`config.mk`:
```
export PLATFORM = sky130hd
export DESIGN_NAME = step_pulse_debouncer_flat
export DESIGN_NICKNAME = d
export VERILOG_FILES = /design/src/rtl/step_pulse_debouncer_if.sv /design/src/rtl/step_pulse_debouncer.sv /design/src/flat_wrapper.sv
export SDC_FILE = /design/constraint.sdc
export NUM_CORES = 1
export LEC_CHECK = 0
export ABC_CLOCK_PERIOD_IN_PS = 1600
export CORE_ASPECT_RATIO = 0.9
export CORE_MARGIN = 2
export CORE_UTILIZATION = 25
export CTS_CLUSTER_DIAMETER = 100
export DETAILED_ROUTE_END_ITERATION = 12
export GPL_TIMING_DRIVEN = 1
export PLACE_DENSITY = 0.56
export REMOVE_ABC_BUFFERS = 1
export SETUP_SLACK_MARGIN = 0.2
export SLEW_MARGIN = 10
export SYNTH_ARGS = -nofsm -noshare
export SYNTH_HDL_FRONTEND = slang
export SYNTH_SLANG_ARGS = --single-unit
```
`constraint.sdc`:
```
create_clock -name clock -period 1.6 [get_ports clock]
set_input_delay 0.48 -clock clock [delete_from_list [all_inputs] [get_ports clock]]
set_output_delay 0.48 -clock clock [all_outputs]
set_load 0.1 [all_outputs]
```
`src/rtl/step_pulse_debouncer_if.sv`:
```
//------------------------------------------------------------------------------
// Module      : step_pulse_debouncer_if
// Description : Sample-enable / button-in and step-pulse-out signal bundle for
//               the manual-step debouncer.
// Revision    : 1.0 - initial release
//------------------------------------------------------------------------------
`default_nettype none

interface step_pulse_debouncer_if #(
  parameter int CW = 8
);
  logic          tick;
  logic          btn_raw;
  logic          step_pulse;
  logic          btn_level;
  logic [CW-1:0] press_count;

  // Master supplies the sample enable and raw button, consumes the results
  modport master (
    output tick,
    output btn_raw,
    input  step_pulse,
    input  btn_level,
    input  press_count
  );

  // Slave is the debouncer itself
  modport slave (
    input  tick,
    input  btn_raw,
    output step_pulse,
    output btn_level,
    output press_count
  );
endinterface

`default_nettype wire

```
`src/rtl/step_pulse_debouncer.sv`:
```
//------------------------------------------------------------------------------
// Module      : step_pulse_debouncer
// Description : Samples a bouncy push-button on divider ticks, debounces it
//               with a four-state FSM and emits one single-clock step pulse
//               per accepted press, plus debounced level and press counter.
// Revision    : 1.0 - initial release
//------------------------------------------------------------------------------
`default_nettype none

module step_pulse_debouncer #(
  parameter int STABLE_N = 4,
  parameter int CW       = 8
) (
  input  wire logic             clock,
  input  wire logic             reset,
  step_pulse_debouncer_if.slave bus
);

  localparam int CNT_W = $clog2(STABLE_N + 1);
  localparam logic [CNT_W-1:0] c_STABLE_N = CNT_W'(STABLE_N);
  localparam logic [CNT_W-1:0] c_CNT_ONE  = CNT_W'(1);

  typedef enum logic [1:0] {
    S_IDLE    = 2'd0,
    S_PRESS_W = 2'd1,
    S_PRESSED = 2'd2,
    S_REL_W   = 2'd3
  } state_t;

  logic             r_sync_q1;
  logic             r_sync;
  state_t           r_state;
  state_t           w_state_nxt;
  logic [CNT_W-1:0] r_cnt;
  logic [CNT_W-1:0] w_cnt_nxt;
  logic [CNT_W-1:0] w_cnt_inc;
  logic             w_accept;
  logic             r_step_pulse;
  logic             r_btn_level;
  logic [CW-1:0]    r_press_count;

  assign w_cnt_inc = r_cnt + c_CNT_ONE;

  // Two-flop synchronizer for the asynchronous button; shifts every clock
  always_ff @(posedge clock or posedge reset) begin
    if (reset) begin
      r_sync_q1 <= 1'b0;
      r_sync    <= 1'b0;
    end else begin
      r_sync_q1 <= bus.btn_raw;
      r_sync    <= r_sync_q1;
    end
  end

  // Next-state / stable-count / accept decode; only tick cycles move the FSM
  always_comb begin
    w_state_nxt = r_state;
    w_cnt_nxt   = r_cnt;
    w_accept    = 1'b0;
    if (bus.tick) begin
      case (r_state)
        S_IDLE: begin
          if (r_sync) begin
            if (STABLE_N == 1) begin
              w_state_nxt = S_PRESSED;
              w_cnt_nxt   = '0;
              w_accept    = 1'b1;
            end else begin
              w_state_nxt = S_PRESS_W;
              w_cnt_nxt   = c_CNT_ONE;
            end
          end
        end
        S_PRESS_W: begin
          if (r_sync) begin
            if (w_cnt_inc == c_STABLE_N) begin
              w_state_nxt = S_PRESSED;
              w_cnt_nxt   = '0;
              w_accept    = 1'b1;
            end else begin
              w_cnt_nxt   = w_cnt_inc;
            end
          end else begin
            // bounce during press qualification: drop it silently
            w_state_nxt = S_IDLE;
            w_cnt_nxt   = '0;
          end
        end
        S_PRESSED: begin
          if (!r_sync) begin
            if (STABLE_N == 1) begin
              w_state_nxt = S_IDLE;
              w_cnt_nxt   = '0;
            end else begin
              w_state_nxt = S_REL_W;
              w_cnt_nxt   = c_CNT_ONE;
            end
          end
        end
        S_REL_W: begin
          if (!r_sync) begin
            if (w_cnt_inc == c_STABLE_N) begin
              w_state_nxt = S_IDLE;
              w_cnt_nxt   = '0;
            end else begin
              w_cnt_nxt   = w_cnt_inc;
            end
          end else begin
            // bounce during release: still pressed, no second pulse
            w_state_nxt = S_PRESSED;
            w_cnt_nxt   = '0;
          end
        end
        default: begin
          w_state_nxt = S_IDLE;
          w_cnt_nxt   = '0;
        end
      endcase
    end
  end

  // State, counter and registered outputs
  always_ff @(posedge clock or posedge reset) begin
    if (reset) begin
      r_state       <= S_IDLE;
      r_cnt         <= '0;
      r_step_pulse  <= 1'b0;
      r_btn_level   <= 1'b0;
      r_press_count <= '0;
    end else begin
      r_state      <= w_state_nxt;
      r_cnt        <= w_cnt_nxt;
      r_step_pulse <= w_accept;
      r_btn_level  <= (w_state_nxt == S_PRESSED) || (w_state_nxt == S_REL_W);
      if (w_accept) begin
        r_press_count <= r_press_count + 1'b1;
      end
    end
  end

  assign bus.step_pulse  = r_step_pulse;
  assign bus.btn_level   = r_btn_level;
  assign bus.press_count = r_press_count;

endmodule

`default_nettype wire
```
`src/flat_wrapper.sv`:
```
// flat-port wrapper written by rule: the top's interface ports become plain ports
module step_pulse_debouncer_flat 
#(
  parameter int STABLE_N = 4,
  parameter int CW       = 8
)
  (clock, reset, bus_tick, bus_btn_raw, bus_step_pulse, bus_btn_level, bus_press_count);
  step_pulse_debouncer_if #(.CW(CW)) bus_i ();
  input  wire logic clock;
  input  wire logic reset;
  input wire logic [$bits(bus_i.tick)-1:0] bus_tick;
  input wire logic [$bits(bus_i.btn_raw)-1:0] bus_btn_raw;
  output wire logic [$bits(bus_i.step_pulse)-1:0] bus_step_pulse;
  output wire logic [$bits(bus_i.btn_level)-1:0] bus_btn_level;
  output wire logic [$bits(bus_i.press_count)-1:0] bus_press_count;
  assign bus_i.tick = bus_tick;
  assign bus_i.btn_raw = bus_btn_raw;
  assign bus_step_pulse = bus_i.step_pulse;
  assign bus_btn_level = bus_i.btn_level;
  assign bus_press_count = bus_i.press_count;
  step_pulse_debouncer #(.STABLE_N(STABLE_N), .CW(CW)) u_core (.clock(clock), .reset(reset), .bus(bus_i));
endmodule
```
## Word level (Yosys, flattened, before mapping)

Cells that the tools add are included.

| cells by class | value |
|---|---|
| equal/unequal tests | 8 |
| $add $sub $neg | 2 |
| muxes and demuxes | 18 |
| reduce and logical (&&, ||, !) cells | 3 |

Operators with widths:

| kind | number |
|---|---|
| $mux W3 | 5 |
| $mux W2 | 7 |
| $pmux W3 S4 | 1 |
| $add A8 B1 Y8 const B | 1 |
| $eq A2 B2 Y1 const B | 4 |
| $pmux W2 S4 | 1 |
| $mux W1 | 4 |
| $add A3 B1 Y3 const B | 1 |
| $eq A3 B3 Y1 const B | 1 |
| $reduce_and A3 Y1 | 1 |
| $eq A2 B1 Y1 const B | 1 |
| $logic_not A2 Y1 | 1 |
| $ne A2 B1 Y1 const B | 1 |
| $ne A2 B2 Y1 const B | 1 |
| $logic_or A1 B1 Y1 | 1 |

| storage, ports and cells | value |
|---|---|
| bits of input ports | 4 |
| logic and storage cells | 38 |
| flip-flop bits (word level) | 17 |

## Depth between registers and ports, before layout

| logic depth | value |
|---|---|
| depth after elaboration | 8 |
| depth in mapped cells | 6 |
| depth with buffers taken out | 5 |

## Least setup slack after synthesis

No wires, ideal clock.

| timing | value |
|---|---|
| path type | flip-flop to flip-flop |
| start point | register u_core.r_press_count[2], in the netlist u_core.bus.press_count[2] |
| end point | register u_core.r_press_count[5], in the netlist u_core.bus.press_count[5] |
| data arrival time | 1554 ps |
| buffers on the path | 0 |
| path slack | -112 ps |
| data required time | 1442 ps |
| clock period less this slack | 1712 ps |
| library setup time | 158 ps |
| cell stages (with the launch flop) | 4 |
| cell sequence | dfrtp_1 > and3_1 > nand4_1 > xnor2_1 |

| on the way | value |
|---|---|
| word-level cells in the longest chain between the ends | 1 |

Ends and longest elaborated chain:

| what | line | source |
|---|---|---|
| start: declaration | step_pulse_debouncer.sv:40 | `logic [CW-1:0] r_press_count;` |
| start signal: assignment | step_pulse_debouncer.sv:136 | `r_press_count <= r_press_count + 1'b1;` |
| $add A8 B1 Y8 | step_pulse_debouncer.sv:136 |  |

No other way between the ends.
A chain may end at the register's enable or synchronous reset.

## Final worst setup path

| timing | value |
|---|---|
| start point | register u_core.r_cnt[0] |
| end point | register u_core.r_btn_level, in the netlist u_core.bus.btn_level |

| on the way | value |
|---|---|
| word-level cells in the longest chain between the ends | 8 |
| elaborated cells between the ends (all ways) | 11 |
| those cells by class | 1 x add/sub; 3 x eq/ne; 6 x mux; 1 x reduce/logical |

Ends and longest elaborated chain:

| what | line | source |
|---|---|---|
| start: declaration | step_pulse_debouncer.sv:34 | `logic [CNT_W-1:0] r_cnt;` |
| start signal: assignment | step_pulse_debouncer.sv:132 | `r_cnt <= w_cnt_nxt;` |
| $add A3 B1 Y3 * | step_pulse_debouncer.sv:42 | `assign w_cnt_inc = r_cnt + c_CNT_ONE;` |
| $eq A3 B3 Y1 * | step_pulse_debouncer.sv:76, step_pulse_debouncer.sv:102 |  |
| $mux W2, on equally long branches | step_pulse_debouncer.sv:102, step_pulse_debouncer.sv:76 |  |
| $mux W2, on equally long branches | step_pulse_debouncer.sv:101, step_pulse_debouncer.sv:75 |  |
| $pmux W2 S4 * | step_pulse_debouncer.sv:61 | `case (r_state)` |
| $mux W2 * | step_pulse_debouncer.sv:60 | `if (bus.tick) begin` |
| $eq A2 B2 Y1 | step_pulse_debouncer.sv:134 | `r_btn_level <= (w_state_nxt == S_PRESSED) \|\| (w_state_nxt == S_REL_W);` |
| $logic_or A1 B1 Y1 * | step_pulse_debouncer.sv:134 |  |
| end signal: assignment | step_pulse_debouncer.sv:134 |  |
| end: declaration | step_pulse_debouncer.sv:39 | `logic r_btn_level;` |

Mark *: on every way between the ends. The rest lies on a longest branch, timed or not.

==> metrics.txt <==
# TYPE chip_impl_metric gauge
chip_impl_metric{name="insertedDiodeCount",unit=""} 0
chip_impl_metric{name="wire_length_of_the_first_global_routing_pass",unit="mm"} 2.41
chip_impl_metric{name="maxSlewHeadroom",unit="%"} 74.4
chip_impl_metric{name="boundaryPins",unit=""} 14
chip_impl_metric{name="timing.final.ws_setup",unit="ns"} 0.0550
chip_impl_metric{name="route.vias.total",unit=""} 576
chip_impl_metric{name="max_freq",unit="MHz"} 647
chip_impl_metric{name="yosys_register_bits",unit=""} 17
chip_impl_metric{name="cts_hold_buffers",unit=""} 0
chip_impl_metric{name="placed_cells_incl_taps",unit=""} 122
chip_impl_metric{name="die_ar",unit="µm²"} 3460
chip_impl_metric{name="floorplan.initialDensity",unit="%"} 26.7
chip_impl_metric{name="place_worst_setup_slack",unit="ns"} -0.402
chip_impl_metric{name="setup_total_negative_slack",unit="ns"} 0
chip_impl_info{name="timing_worst_setup_path_type",value="flip-flop to flip-flop"} 1
chip_impl_metric{name="routedWlPerCell",unit="µm"} 10.8
chip_impl_metric{name="via_count_of_the_first_global_routing_pass",unit=""} 538
chip_impl_info{name="run_status",value="finished clean"} 1
chip_impl_metric{name="min_cycle_time_layout",unit="ns"} 1.55
chip_impl_info{name="min-delay-path-class",value="flip-flop to flip-flop"} 1
chip_impl_info{name="top_usage_layer",value="met2"} 1
chip_impl_metric{name="wirelength",unit="mm"} 1.49
chip_impl_metric{name="port_buffers",unit=""} 13
chip_impl_metric{name="grt_util_all_layers",unit="%"} 9.39
chip_impl_metric{name="vdd_ir_drop_max",unit="mV"} 0.417
chip_impl_metric{name="via_per_inst",unit=""} 4.17
chip_impl_metric{name="setup-violations-final",unit=""} 0
chip_impl_metric{name="avgSynthCellArea",unit="µm²"} 11.9
chip_impl_metric{name="synth-edff-count",unit=""} 0
chip_impl_metric{name="drt.antenna.violating_nets",unit=""} 0
chip_impl_metric{name="numCtsBuffers",unit=""} 3
chip_impl_metric{name="relative_area_change_from_synthesis_to_final_layout",unit="%"} 67.9
chip_impl_metric{name="maxSlewViolCount",unit=""} 0
chip_impl_info{name="worst_setup_path_end_kind",value="flip-flop"} 1
chip_impl_info{name="ys_top_cells_by_count",value="sky130_fd_sc_hd__dfrtp_1 (17), sky130_fd_sc_hd__nand2_1 (7), sky130_fd_sc_hd__xnor2_1 (6)"} 1
chip_impl_metric{name="ys_warn_count",unit=""} 0
chip_impl_metric{name="die_x",unit="µm"} 61.8
chip_impl_metric{name="cts.sinks",unit=""} 17
chip_impl_info{name="yosysMostFrequentCell",value="sky130_fd_sc_hd__dfrtp_1"} 1
chip_impl_metric{name="clock_skew",unit="ns"} 0.00214
chip_impl_metric{name="groute.layer.met1.usage",unit="%"} 12.3
chip_impl_info{name="synthTopCellsByArea",value="sky130_fd_sc_hd__dfrtp_1 (57%), sky130_fd_sc_hd__xnor2_1 (7.0%), sky130_fd_sc_hd__ha_1 (5.0%)"} 1
chip_impl_metric{name="synth_largest_type_area_fraction",unit="%"} 56.6
chip_impl_metric{name="postSynthCellCount",unit=""} 63
chip_impl_metric{name="detail_route.iter0.violations",unit=""} 5
chip_impl_info{name="tritoncts",value="built"} 1
chip_impl_metric{name="drt_pass1_iterations",unit=""} 2
chip_impl_metric{name="cts.htree.levels",unit=""} 1
chip_impl_metric{name="grt_overflow_total",unit=""} 0
chip_impl_metric{name="grt_use_met2",unit="%"} 13.8
chip_impl_info{name="synth_top_area_cell",value="sky130_fd_sc_hd__dfrtp_1"} 1
chip_impl_metric{name="power_leakage",unit="nW"} 0.570
chip_impl_metric{name="instances_no_fill",unit=""} 138
chip_impl_metric{name="dpl.hpwl",unit="µm"} 995
chip_impl_metric{name="report.final.hold_viol_count",unit=""} 0
chip_impl_metric{name="cap_violations",unit=""} 0
chip_impl_metric{name="finalWeightedCongestion",unit=""} 0.739
chip_impl_metric{name="timing_worst_slew_pin_value",unit="ns"} 0.383
chip_impl_metric{name="timing.critical_path.required",unit="ns"} 1.78
chip_impl_metric{name="groute.layer.met3.usage",unit="%"} 2.79
chip_impl_info{name="cts_root_buf",value="sky130_fd_sc_hd__clkbuf_4"} 1
chip_impl_metric{name="initial_antenna_violation_count",unit=""} 0
chip_impl_info{name="unrepaired_setup_endpoints_after_global_routing",value="yes"} 1
chip_impl_metric{name="synth_async_reset_ratio",unit="%"} 100
chip_impl_info{name="start_kind",value="flip-flop"} 1
chip_impl_metric{name="cp_max_fanout",unit=""} 2
chip_impl_metric{name="floorplan.core_area",unit="µm²"} 2820
chip_impl_metric{name="fin_nets",unit=""} 106
chip_impl_metric{name="cts.path.max_buffers",unit=""} 2
chip_impl_metric{name="die_h",unit="µm"} 56.0
chip_impl_metric{name="p_per_area",unit="nW/µm²"} 1190
chip_impl_metric{name="grt_start_max_net_pins",unit=""} 18
chip_impl_metric{name="post_synthesis_cell_area",unit="µm²"} 752
chip_impl_info{name="ys_dominant_reg_cell",value="sky130_fd_sc_hd__dfrtp_1"} 1
chip_impl_metric{name="clk_pin_slew",unit="ns"} 0.10
chip_impl_metric{name="yosysUniqueCellTypes",unit=""} 18
chip_impl_metric{name="synth-seq-area-share",unit="%"} 56.6
chip_impl_metric{name="placementRows",unit=""} 18
chip_impl_metric{name="cp.arrival",unit="ns"} 1.73
chip_impl_metric{name="clock_latency",unit="ns"} 0.29
chip_impl_metric{name="period_share",unit="%"} 96.6
chip_impl_metric{name="remaining_drc_errors",unit=""} 0
chip_impl_metric{name="drive_gt1_share",unit="%"} 50.0
## repair_timing
action,4_1_cts,5_1_grt
gates resized for setup,10,12
setup buffers,4,8
pin swaps,4,6
endpoints found under the setup margin,19,18
## final timing paths
path | startpoint | to | slack (ns) | cells past startpoint
setup / recovery | u_core.r_cnt[0]$_DFFE_PP0P_ | u_core.bus.btn_level$_DFF_PP0_ | 0.05 | 5
hold / removal | u_core.r_sync_q1$_DFF_PP0_ | u_core.r_sync$_DFF_PP0_ | 0.36 | 0
setup reg to reg | u_core.r_cnt[0]$_DFFE_PP0P_ | u_core.bus.btn_level$_DFF_PP0_ | 0.05 | 5
hold reg to reg | u_core.r_sync_q1$_DFF_PP0_ | u_core.r_sync$_DFF_PP0_ | 0.36 | 0
max in group asynchronous | reset | u_core.bus.press_count[2]$_DFFE_PP0P_ | 0.92 | 3
min in group asynchronous | reset | u_core.bus.press_count[0]$_DFFE_PP0P_ | 0.48 | 3
## final cells by class
type	count	area, µm²
inverters	2	7.51
fillers	271	1550
flip-flops and latches	17	430
repair buffers	32	383
well taps	40	50.0
clock buffers	4	26.3
multi-input cells	43	365
## report_power, final
part           internal [mW]  switching, mW
Combinational          0.353          0.338
Sequential             0.498         0.0758
Clock                 0.0970          0.134
## metrics by stage
stage / cell area (µm²) / utilization (%) / power, mW / hold slack (ns)
after detailed placement: 1070 / 38.1 / 1.05 / 0.341
after global routing: 1260 / 44.8 / 1.60 / 0.375
after CTS: 1170 / 41.5 / 1.37 / 0.364
after global placement: 1070 / 38.1 / 1.04 / 0.334
after floorplan: 741 / - / 0.841 / 0.331
final: 1260 / 44.8 / 1.50 / 0.358
## sequential cells by signal, summed over array words and instances (netlist names)
name / flops
u_core.bus.press_count: 8
u_core.r_cnt: 3
u_core.r_state: 2
u_core.bus.btn_level: 1
u_core.bus.step_pulse: 1
u_core.r_sync: 1
u_core.r_sync_q1: 1
## critical path, stage by stage (launching register included)
cell	delay (ns)
sky130_fd_sc_hd__dfrtp_1	0.43
sky130_fd_sc_hd__ha_4	0.19
sky130_fd_sc_hd__xor2_2	0.16
sky130_fd_sc_hd__buf_4	0.14
sky130_fd_sc_hd__or2b_1	0.25
sky130_fd_sc_hd__mux2_2	0.28
## logic make-up (layout without fill, tap and decap cells)
logic type	count (synthesis)	count (layout)	share of synthesized area (%)
flops	17	17	56.6
compound gates	7	7	5.16
simple gates	21	21	15.8
xor+xnor	9	9	10.5
mux	3	3	4.49
buf+inv	3	38	2.50
fa+ha+maj	3	3	4.99
## placed cells by master, fill, tap and decap left out, types with 2 or more instances in the layout
cell type,netlist,layout
sky130_fd_sc_hd__clkbuf_4,0,3
sky130_fd_sc_hd__nand2_2,0,2
sky130_fd_sc_hd__nand2_1,7,5
sky130_fd_sc_hd__xor2_1,3,2
sky130_fd_sc_hd__buf_4,0,16
sky130_fd_sc_hd__mux2_2,3,2
sky130_fd_sc_hd__xnor2_1,6,6
sky130_fd_sc_hd__and3_1,2,2
sky130_fd_sc_hd__nand4_1,5,5
sky130_fd_sc_hd__dfrtp_1,17,13
sky130_fd_sc_hd__buf_6,1,3
sky130_fd_sc_hd__nand3_1,3,2
sky130_fd_sc_hd__buf_12,0,10
sky130_fd_sc_hd__ha_4,0,2
sky130_fd_sc_hd__o21ai_0,4,3
sky130_fd_sc_hd__clkdlybuf4s50_1,0,2
sky130_fd_sc_hd__dfrtp_2,0,4
sky130_fd_sc_hd__inv_1,2,2
## routing by layer
| metal | wire [µm] | part of all wire [%] |
|---|---|---|
| met1 | 706 | 47 |
| met2 | 702 | 47 |
| met3 | 48 | 3.2 |
| met4 | 33 | 2.2 |
| met5 | 0 | 0 |
(Power assumes the default switching activity.)
